$ cat src/rtl/ram_port_master.sv
// Generic FIFO: DEPTH entries, head word presented from storage registers.
// Latency: a push is visible at the head the cycle after the push edge.
// Backpressure: rd_vld until rd_rdy; pushes when full are dropped unless a pop frees a slot.
module sync_fifo #(
   parameter int W     = 32,
   parameter int DEPTH = 4
) (
   input  logic         clk,
   input  logic         rst,
   input  logic         wr_vld,
   input  logic [W-1:0] wr_dat,
   output logic         rd_vld,
   input  logic         rd_rdy,
   output logic [W-1:0] rd_dat
);
   localparam int PW = (DEPTH > 1) ? $clog2(DEPTH) : 1;
   localparam int CW = $clog2(DEPTH + 1);
   localparam logic [CW-1:0] FULL = CW'(DEPTH);
   localparam logic [PW-1:0] LAST = PW'(DEPTH - 1);

   logic [W-1:0]  mem [DEPTH];
   logic [PW-1:0] wp_q, rp_q;
   logic [CW-1:0] cnt_q;
   logic          rd_en, wr_en;

   assign rd_vld = (cnt_q != '0);
   assign rd_dat = mem[rp_q];
   assign rd_en  = rd_vld & rd_rdy;
   assign wr_en  = wr_vld & ((cnt_q != FULL) | rd_en);

   always_ff @(posedge clk or posedge rst) begin
      if (rst) begin
         for (int i = 0; i < DEPTH; i++) mem[i] <= '0;
         wp_q  <= '0;
         rp_q  <= '0;
         cnt_q <= '0;
      end else begin
         if (wr_en) begin
            mem[wp_q] <= wr_dat;
            wp_q      <= (wp_q == LAST) ? '0 : wp_q + PW'(1);
         end
         if (rd_en)
            rp_q <= (rp_q == LAST) ? '0 : rp_q + PW'(1);
         case ({wr_en, rd_en})
            2'b10:   cnt_q <= cnt_q + CW'(1);
            2'b01:   cnt_q <= cnt_q - CW'(1);
            default: cnt_q <= cnt_q;
         endcase
      end
   end
endmodule

// RAM port initiator: valid/ready requests to RAM cycles, in-order read responses.
// Latency: accept to rsp_valid is RD_LATENCY+1 cycles minimum.
// Backpressure: reads are credit-limited to RESP_DEPTH, so rsp stalls never lose RAM data.
module ram_port_master #(
   parameter int DATA_WIDTH = 32,
   parameter int ADDR_WIDTH = 10,
   parameter int RD_LATENCY = 1,
   parameter int RESP_DEPTH = 4
) (
   input  logic                  clk,
   input  logic                  rst,
   input  logic                  req_valid,
   output logic                  req_ready,
   input  logic                  req_we,
   input  logic [ADDR_WIDTH-1:0] req_addr,
   input  logic [DATA_WIDTH-1:0] req_wdata,
   output logic                  rsp_valid,
   input  logic                  rsp_ready,
   output logic [DATA_WIDTH-1:0] rsp_rdata,
   output logic                  ram_en,
   output logic                  ram_we,
   output logic [ADDR_WIDTH-1:0] ram_addr,
   output logic [DATA_WIDTH-1:0] ram_din,
   input  logic [DATA_WIDTH-1:0] ram_dout
);
   localparam int CW = $clog2(RESP_DEPTH + 1);
   localparam logic [CW-1:0] CREDIT_MAX = CW'(RESP_DEPTH);

   logic [CW-1:0]         credit_q;
   logic [RD_LATENCY-1:0] pipe_q, pipe_nxt;
   logic                  req_acc, rd_acc, rsp_pop, rd_ret;

   // Credits cover both in-flight reads and buffered responses.
   assign req_ready = ~rst & (credit_q < CREDIT_MAX);
   assign req_acc   = req_valid & req_ready;
   assign rd_acc    = req_acc & ~req_we;
   assign rsp_pop   = rsp_valid & rsp_ready;
   assign rd_ret    = pipe_q[RD_LATENCY-1];

   assign ram_en   = req_acc;
   assign ram_we   = req_we;
   assign ram_addr = req_addr;
   assign ram_din  = req_wdata;

   always_comb begin
      pipe_nxt    = pipe_q << 1;
      pipe_nxt[0] = rd_acc;
   end

   always_ff @(posedge clk or posedge rst) begin
      if (rst) begin
         pipe_q   <= '0;
         credit_q <= '0;
      end else begin
         pipe_q <= pipe_nxt;
         case ({rd_acc, rsp_pop})
            2'b10:   credit_q <= credit_q + CW'(1);
            2'b01:   credit_q <= credit_q - CW'(1);
            default: credit_q <= credit_q;
         endcase
      end
   end

   // ram_dout is only guaranteed on the return edge; capture it there.
   sync_fifo #(
      .W     (DATA_WIDTH),
      .DEPTH (RESP_DEPTH)
   ) u_rsp_fifo (
      .clk    (clk),
      .rst    (rst),
      .wr_vld (rd_ret),
      .wr_dat (ram_dout),
      .rd_vld (rsp_valid),
      .rd_rdy (rsp_ready),
      .rd_dat (rsp_rdata)
   );
endmodule

$ cat config.mk
export PLATFORM = sky130hd
export DESIGN_NAME = ram_port_master
export DESIGN_NICKNAME = d
export VERILOG_FILES = /design/src/rtl/ram_port_master.sv
export SDC_FILE = /design/constraint.sdc
export NUM_CORES = 1
export LEC_CHECK = 0
export BUFFER_PORTS_ARGS = -buffer_cell sky130_fd_sc_hd__buf_2
export CAP_MARGIN = 10
export CORE_UTILIZATION = 40
export DETAILED_ROUTE_END_ITERATION = 10
export SYNTH_ARGS = -nofsm -noshare
export SYNTH_HDL_FRONTEND = slang
export SYNTH_SLANG_ARGS = --single-unit
$ cat constraint.sdc
create_clock -name clk -period 5.9 [get_ports clk]
set_clock_uncertainty 0.2 [all_clocks]
set_input_delay 0.885 -clock clk [delete_from_list [all_inputs] [get_ports clk]]
set_output_delay 0.885 -clock clk [all_outputs]
set_load 0.01 [all_outputs]
### Yosys cells after proc, flatten, opt, wreduce, memory -nomap -nowiden

Cells that the tools add are included.

* multiplexer cells: 10
* $lt $le $gt $ge: 4
* eq/ne operators: 7
* reduce and logical (&&, ||, !) cells: 4
* add/sub/neg operators: 6
* bitwise gates (word level): 10

Operator list (count)
* 128-bit bitwise mux: 1
* 32-bit 2-to-1 mux: 3
* 32-bit binary-select mux with 2-bit select: 1
* 32-bit demux with 2-bit select: 1
* 3-bit case mux with 2 select lines: 2
* 2-bit == test, second input constant: 4
* 3-bit by 1-bit adder with 3-bit output, second input constant: 2
* 3-bit >= comparator, second input constant: 2
* 2-bit inverter with 3-bit output: 2
* 3-bit by 1-bit subtractor with 3-bit output, second input constant: 2
* 1-bit bitwise AND: 5
* 2-bit by 1-bit adder with 2-bit output, second input constant: 2
* 2-bit by 1-bit == test with 1-bit output, second input constant: 2
* 2-bit 2-to-1 mux: 2
* 2-bit nonzero test: 2
* 3-bit by 1-bit < comparator with 1-bit output, second input constant: 1
* 3-bit < comparator, second input constant: 1
* 3-bit != test, second input constant: 1
* 3-bit nonzero test: 1
* 1-bit inverter: 2
* 1-bit logical AND: 1
* 1-bit bitwise OR: 1

* bits in registers: 139
* logic and storage cells: 50

### Longest topological paths before layout

* depth in word-level cells: 6
* gate-level depth with buffers: 8
* mapped depth without buffers: 8

### Hierarchy

A second synthesis with hierarchy kept.

* cells, all modules: 416
* area total of the unflattened synthesis: 6537.5 µm²

Modules (own cells, without submodules)
* sync_fifo: instances 1, area an instance 5995.8 µm², cells each 352
* ram_port_master: instances 1, area an instance 541.8 µm², cells each 64

### Least setup slack after synthesis

No wires, ideal clock.

* path kind: input to register
* start point: input rst
* end point: register credit_q[2]
* cell stages on the path: 8
* data arrival time: 2.307 ns
* slack: 3.268 ns
* setup time: 0.125 ns
* path through: nor2_1 > and2_1 > nand2b_1 > ha_1 > fa_1 > xnor2_1 > nor2_1 > xor2_1

* cells in the longest elaborated chain, start to end: 6
* elaborated cells on any way between the ends: 8
* those cells by class: 2 x eq/ne; 1 x mux; 4 x bitwise; 1 x reduce/logical

Ends and longest elaborated chain
* from (decl): line 63 `input logic rst,`
* 1-bit inverter *: line 86 `assign req_ready = ~rst & (credit_q < CREDIT_MAX);`
* 1-bit bitwise AND *: line 86
* 1-bit bitwise AND *: line 87 `assign req_acc = req_valid & req_ready;`
* via ram_en: line 72 `output logic ram_en,`
* 1-bit bitwise AND *: line 88 `assign rd_acc = req_acc & ~req_we;`
* 2-bit by 1-bit == test with 1-bit output or 2-bit == test (tied branches): line 108 `case ({rd_acc, rsp_pop})`
* 3-bit case mux with 2 select lines or 2-bit nonzero test (tied branches)
* to (signal assigned): line 109 `2'b10: credit_q <= credit_q + CW'(1);`
* to (signal assigned): line 110 `2'b01: credit_q <= credit_q - CW'(1);`
* to (signal assigned): line 111 `default: credit_q <= credit_q;`
* to (decl): line 81 `logic [CW-1:0] credit_q;`

The timed path passes the listed nets; every way through them passes the cells marked *.
A chain may end at the register's enable or synchronous reset.

### Worst setup path after layout

* start point: register u_rsp_fifo.rp_q[0]
* end point: output rsp_rdata[31]

* cells in the longest elaborated chain, start to end: 4

Ends and longest elaborated chain
* from (decl): line 22 `logic [PW-1:0] wp_q, rp_q;`
* from (signal assigned): line 43 `rp_q <= (rp_q == LAST) ? '0 : rp_q + PW'(1);`
* 2-bit inverter with 3-bit output (implied by the code): line 27 `assign rd_dat = mem[rp_q];`
* 32-bit binary-select mux with 2-bit select: line 27
* 32-bit 2-to-1 mux (implied by the code) (2 in a row): line 27
* to (decl): line 71 `output logic [DATA_WIDTH-1:0] rsp_rdata,`

Every way passes these cells. The select of a mux whose other input is x is not followed.

==> impl_metrics.tcl <==
set metrics [dict create \
    worst_ep_required_time_ps 4820 \
    portBuffers 72 \
    post-route-util_pct 46.0 \
    grt_setup_unrepaired "no" \
    route.met3.wl_um 588 \
    finalCritPeriodShare_pct 57.4 \
    ir_worst_vdd_uv 235 \
    critPathKind "register to primary output" \
    cts_tree "built" \
    crit_path_top_delay_cell "mux4_2" \
    cts_buffer_depth 2 \
    period_needed_ps 3390 \
    design_area_um2 7370 \
    dp_hpwl_um 7690 \
    grt_pass1_wl_um 20300 \
    p_total_mw 4.26 \
    status "completed" \
    holdWs_ps 274 \
    ys_ff_latch 139 \
    yosysSeqAreaShare_pct 52.7 \
    overflow 0 \
    cts.sinks 139 \
    p_sw_mw 1.28 \
    post_cts_buffers 0 \
    rows 46 \
    diodes 0 \
    cpPeakStageDelay_ps 600 \
    dr.pass1.iters 4 \
    grt.total_usage_pct 16.2 \
    placed_area_um2 6790 \
    layout-drive-gt1-share_pct 59.7 \
    syn_to_final_growth_pct 11.7 \
    p_seq_share_pct 41.5 \
    cp.arrival_ps 2300 \
    synthCells 426 \
    setup_violations 0 \
    syn_nets 513 \
    cp_max_fo 23 \
    cp-start-kind "register" \
    syn_avg_cell_area_um2 15.5 \
    fillCellCount 1457 \
    pwr-share-clk_pct 24.3 \
    grt_pass1_vias 3828 \
    p_int_mw 2.99 \
    final_cell_mix "dfrtp_1 (137), mux2_2 (132), buf_2 (72)" \
    worst_setup_hold_path_clk_slew_ps 60 \
    netlist_area_um2 6600 \
    cts_htree_levels 4 \
    initial_core_util_pct 41.2 \
    avgViaCountPerCell 5.13 \
    min_path_type "register to register" \
    p_comb_share_pct 34.2 \
    worstPathCellList "buf_4, mux4_2, buf_2" \
    setup_tns_ps 0 \
    p_leak_nw 3.07 \
    routabilityCongestion 0.706 \
    cts_buffers 17 \
    tightestPinTransition_ps 1160 \
    fmax_mhz 295 \
    nets 543 \
    drt_iter0_drc 101 \
    swShare_pct 29.9 \
    synth.distinct_cells 32 \
    wirelength_um 12400 \
    drc 0 \
    maxUsedRoutingLayer "met4" \
    io_pins 157 \
    maxCapViolCount 0 \
    layout_commonest_cell "dfrtp_1" \
    clk_latency_ps 420 \
    grt_max_degree 89 \
    clockRootBuffer "clkbuf_16" \
    die_x_um 130 \
    core_area_um2 16000 \
    die_h_um 130 \
    powerDensity_nw_per_um2 579 \
    end_kind "primary output" \
    detail_route.wl_per_cell_um 18.2 \
    postRouteAntennaNets 0 \
    crit_family "buffers and inverters" \
    relSlewSlack_pct 22.7 \
    cp_num_buf_inv 2 \
    design.die.area_um2 17000 \
    finalHoldViolCount 0 \
    cts_resized 0 \
    slew_viol_final 0 \
    multiInputGateArea_um2 2620 \
    dr_wl_met2_um 6060 \
    layout.area.seq_um2 3480 \
    wl_met1_um 5570 \
    vias 3504 \
    cts_hold_buffers 0 \
    antenna_found_initial 0 \
    yosys_warnings 0 \
]
worst paths after layout:
kind	cells past startpoint	slack, ps	end	start
max in group asynchronous	3	3850	u_rsp_fifo.mem[58]	rst
worst max register to register	7	3400	credit_q[2]	u_rsp_fifo.cnt_q[0]
worst min-delay path	1	270	credit_q[2]	credit_q[2]
worst min register to register	1	270	credit_q[2]	credit_q[2]
min in group asynchronous	2	430	credit_q[2]	rst
worst max-delay path	3	2510	rsp_rdata[31]	u_rsp_fifo.rp_q[0]
final cells by class:
type / instances / area share (%)
sequential: 139 / 47.3
clock buffer: 19 / 6.15
timing repair buffer: 76 / 5.30
tap: 216 / 3.67
inverter: 7 / 0.425
multi-input combinational: 215 / 35.5
clock inverter: 11 / 1.66
power groups by stage:
stage / sequential (mW) / clock [mW] / combinational (mW)
6_report: 1.77 / 1.04 / 1.46
5_1_grt: 1.85 / 1.11 / 1.60
4_1_cts: 1.78 / 1.06 / 1.49
3_5_place_dp: 1.79 / 0 / 1.48
3_3_place_gp: 1.77 / 0 / 1.43
2_1_floorplan: 1.62 / 0 / 1.23
Yosys cell counts (all sizes together):
| cell | instances | area [um^2] |
|---|---|---|
| dfrtp | 139 | 3480 |
| mux2 | 132 | 1490 |
| buf | 61 | 488 |
| mux4 | 32 | 721 |
| nor2 | 11 | 41.3 |
| inv | 7 | 26.3 |
| ha | 6 | 75.1 |
| nand2 | 5 | 18.8 |
| clkbuf | 4 | 15.0 |
| nand2b | 3 | 18.8 |
| xnor2 | 3 | 26.3 |
| fa | 2 | 40.0 |
| o31ai | 2 | 15.0 |
| or3 | 2 | 12.5 |
| xor2 | 2 | 17.5 |
| a21boi | 1 | 7.51 |
| a21o | 1 | 7.51 |
| a21oi | 1 | 5.00 |
| and2 | 1 | 6.26 |
| and3 | 1 | 6.26 |
| nand3 | 1 | 5.00 |
| nand3b | 1 | 7.51 |
| nor2b | 1 | 6.26 |
| nor3 | 1 | 5.00 |
| nor4b | 1 | 23.8 |
| o211ai | 1 | 7.51 |
| o21ai | 1 | 5.00 |
| o21bai | 1 | 7.51 |
| o41ai | 1 | 8.76 |
| or2 | 1 | 6.26 |
per-layer routing:
metal / global-route usage (%) / up-vias
met3: 5.29 / 33
met4: 6.22 / 0
met5: 0 / -
met2: 26.3 / 75
li1: - / 1555
met1: 20.2 / 1841
per-stage QoR:
stage	instances	worst slack, ps
final	683	2510
after global routing	683	2320
after CTS	683	2430
after detailed placement	653	2890
after global placement	653	2900
after floorplan	426	1090
worst register-to-register path, stage by stage (launching register included):
cell	delay (ps)
dfrtp_1	480
o31ai_1	610
inv_1	110
ha_1	240
fa_1	380
xnor2_1	130
nor2_1	120
xor2_1	160
kinds of logic after synthesis:
group | share of synthesized area, %
AO/OA/AOI/OAI | 0.968
XOR/XNOR | 0.664
adder cells (fa/ha/maj) | 1.75
buffers and inverters | 8.03
flip-flops | 52.7
multiplexers | 33.5
AND/OR/NAND/NOR | 2.39
state kept, by name, summed over array words and instances, names as in the netlist:
signal / count
credit_q: 3
pipe_q: 1
u_rsp_fifo.cnt_q: 3
u_rsp_fifo.mem: 128
u_rsp_fifo.rp_q: 2
u_rsp_fifo.wp_q: 2
Note: power is estimated with default switching activity, not from simulation.
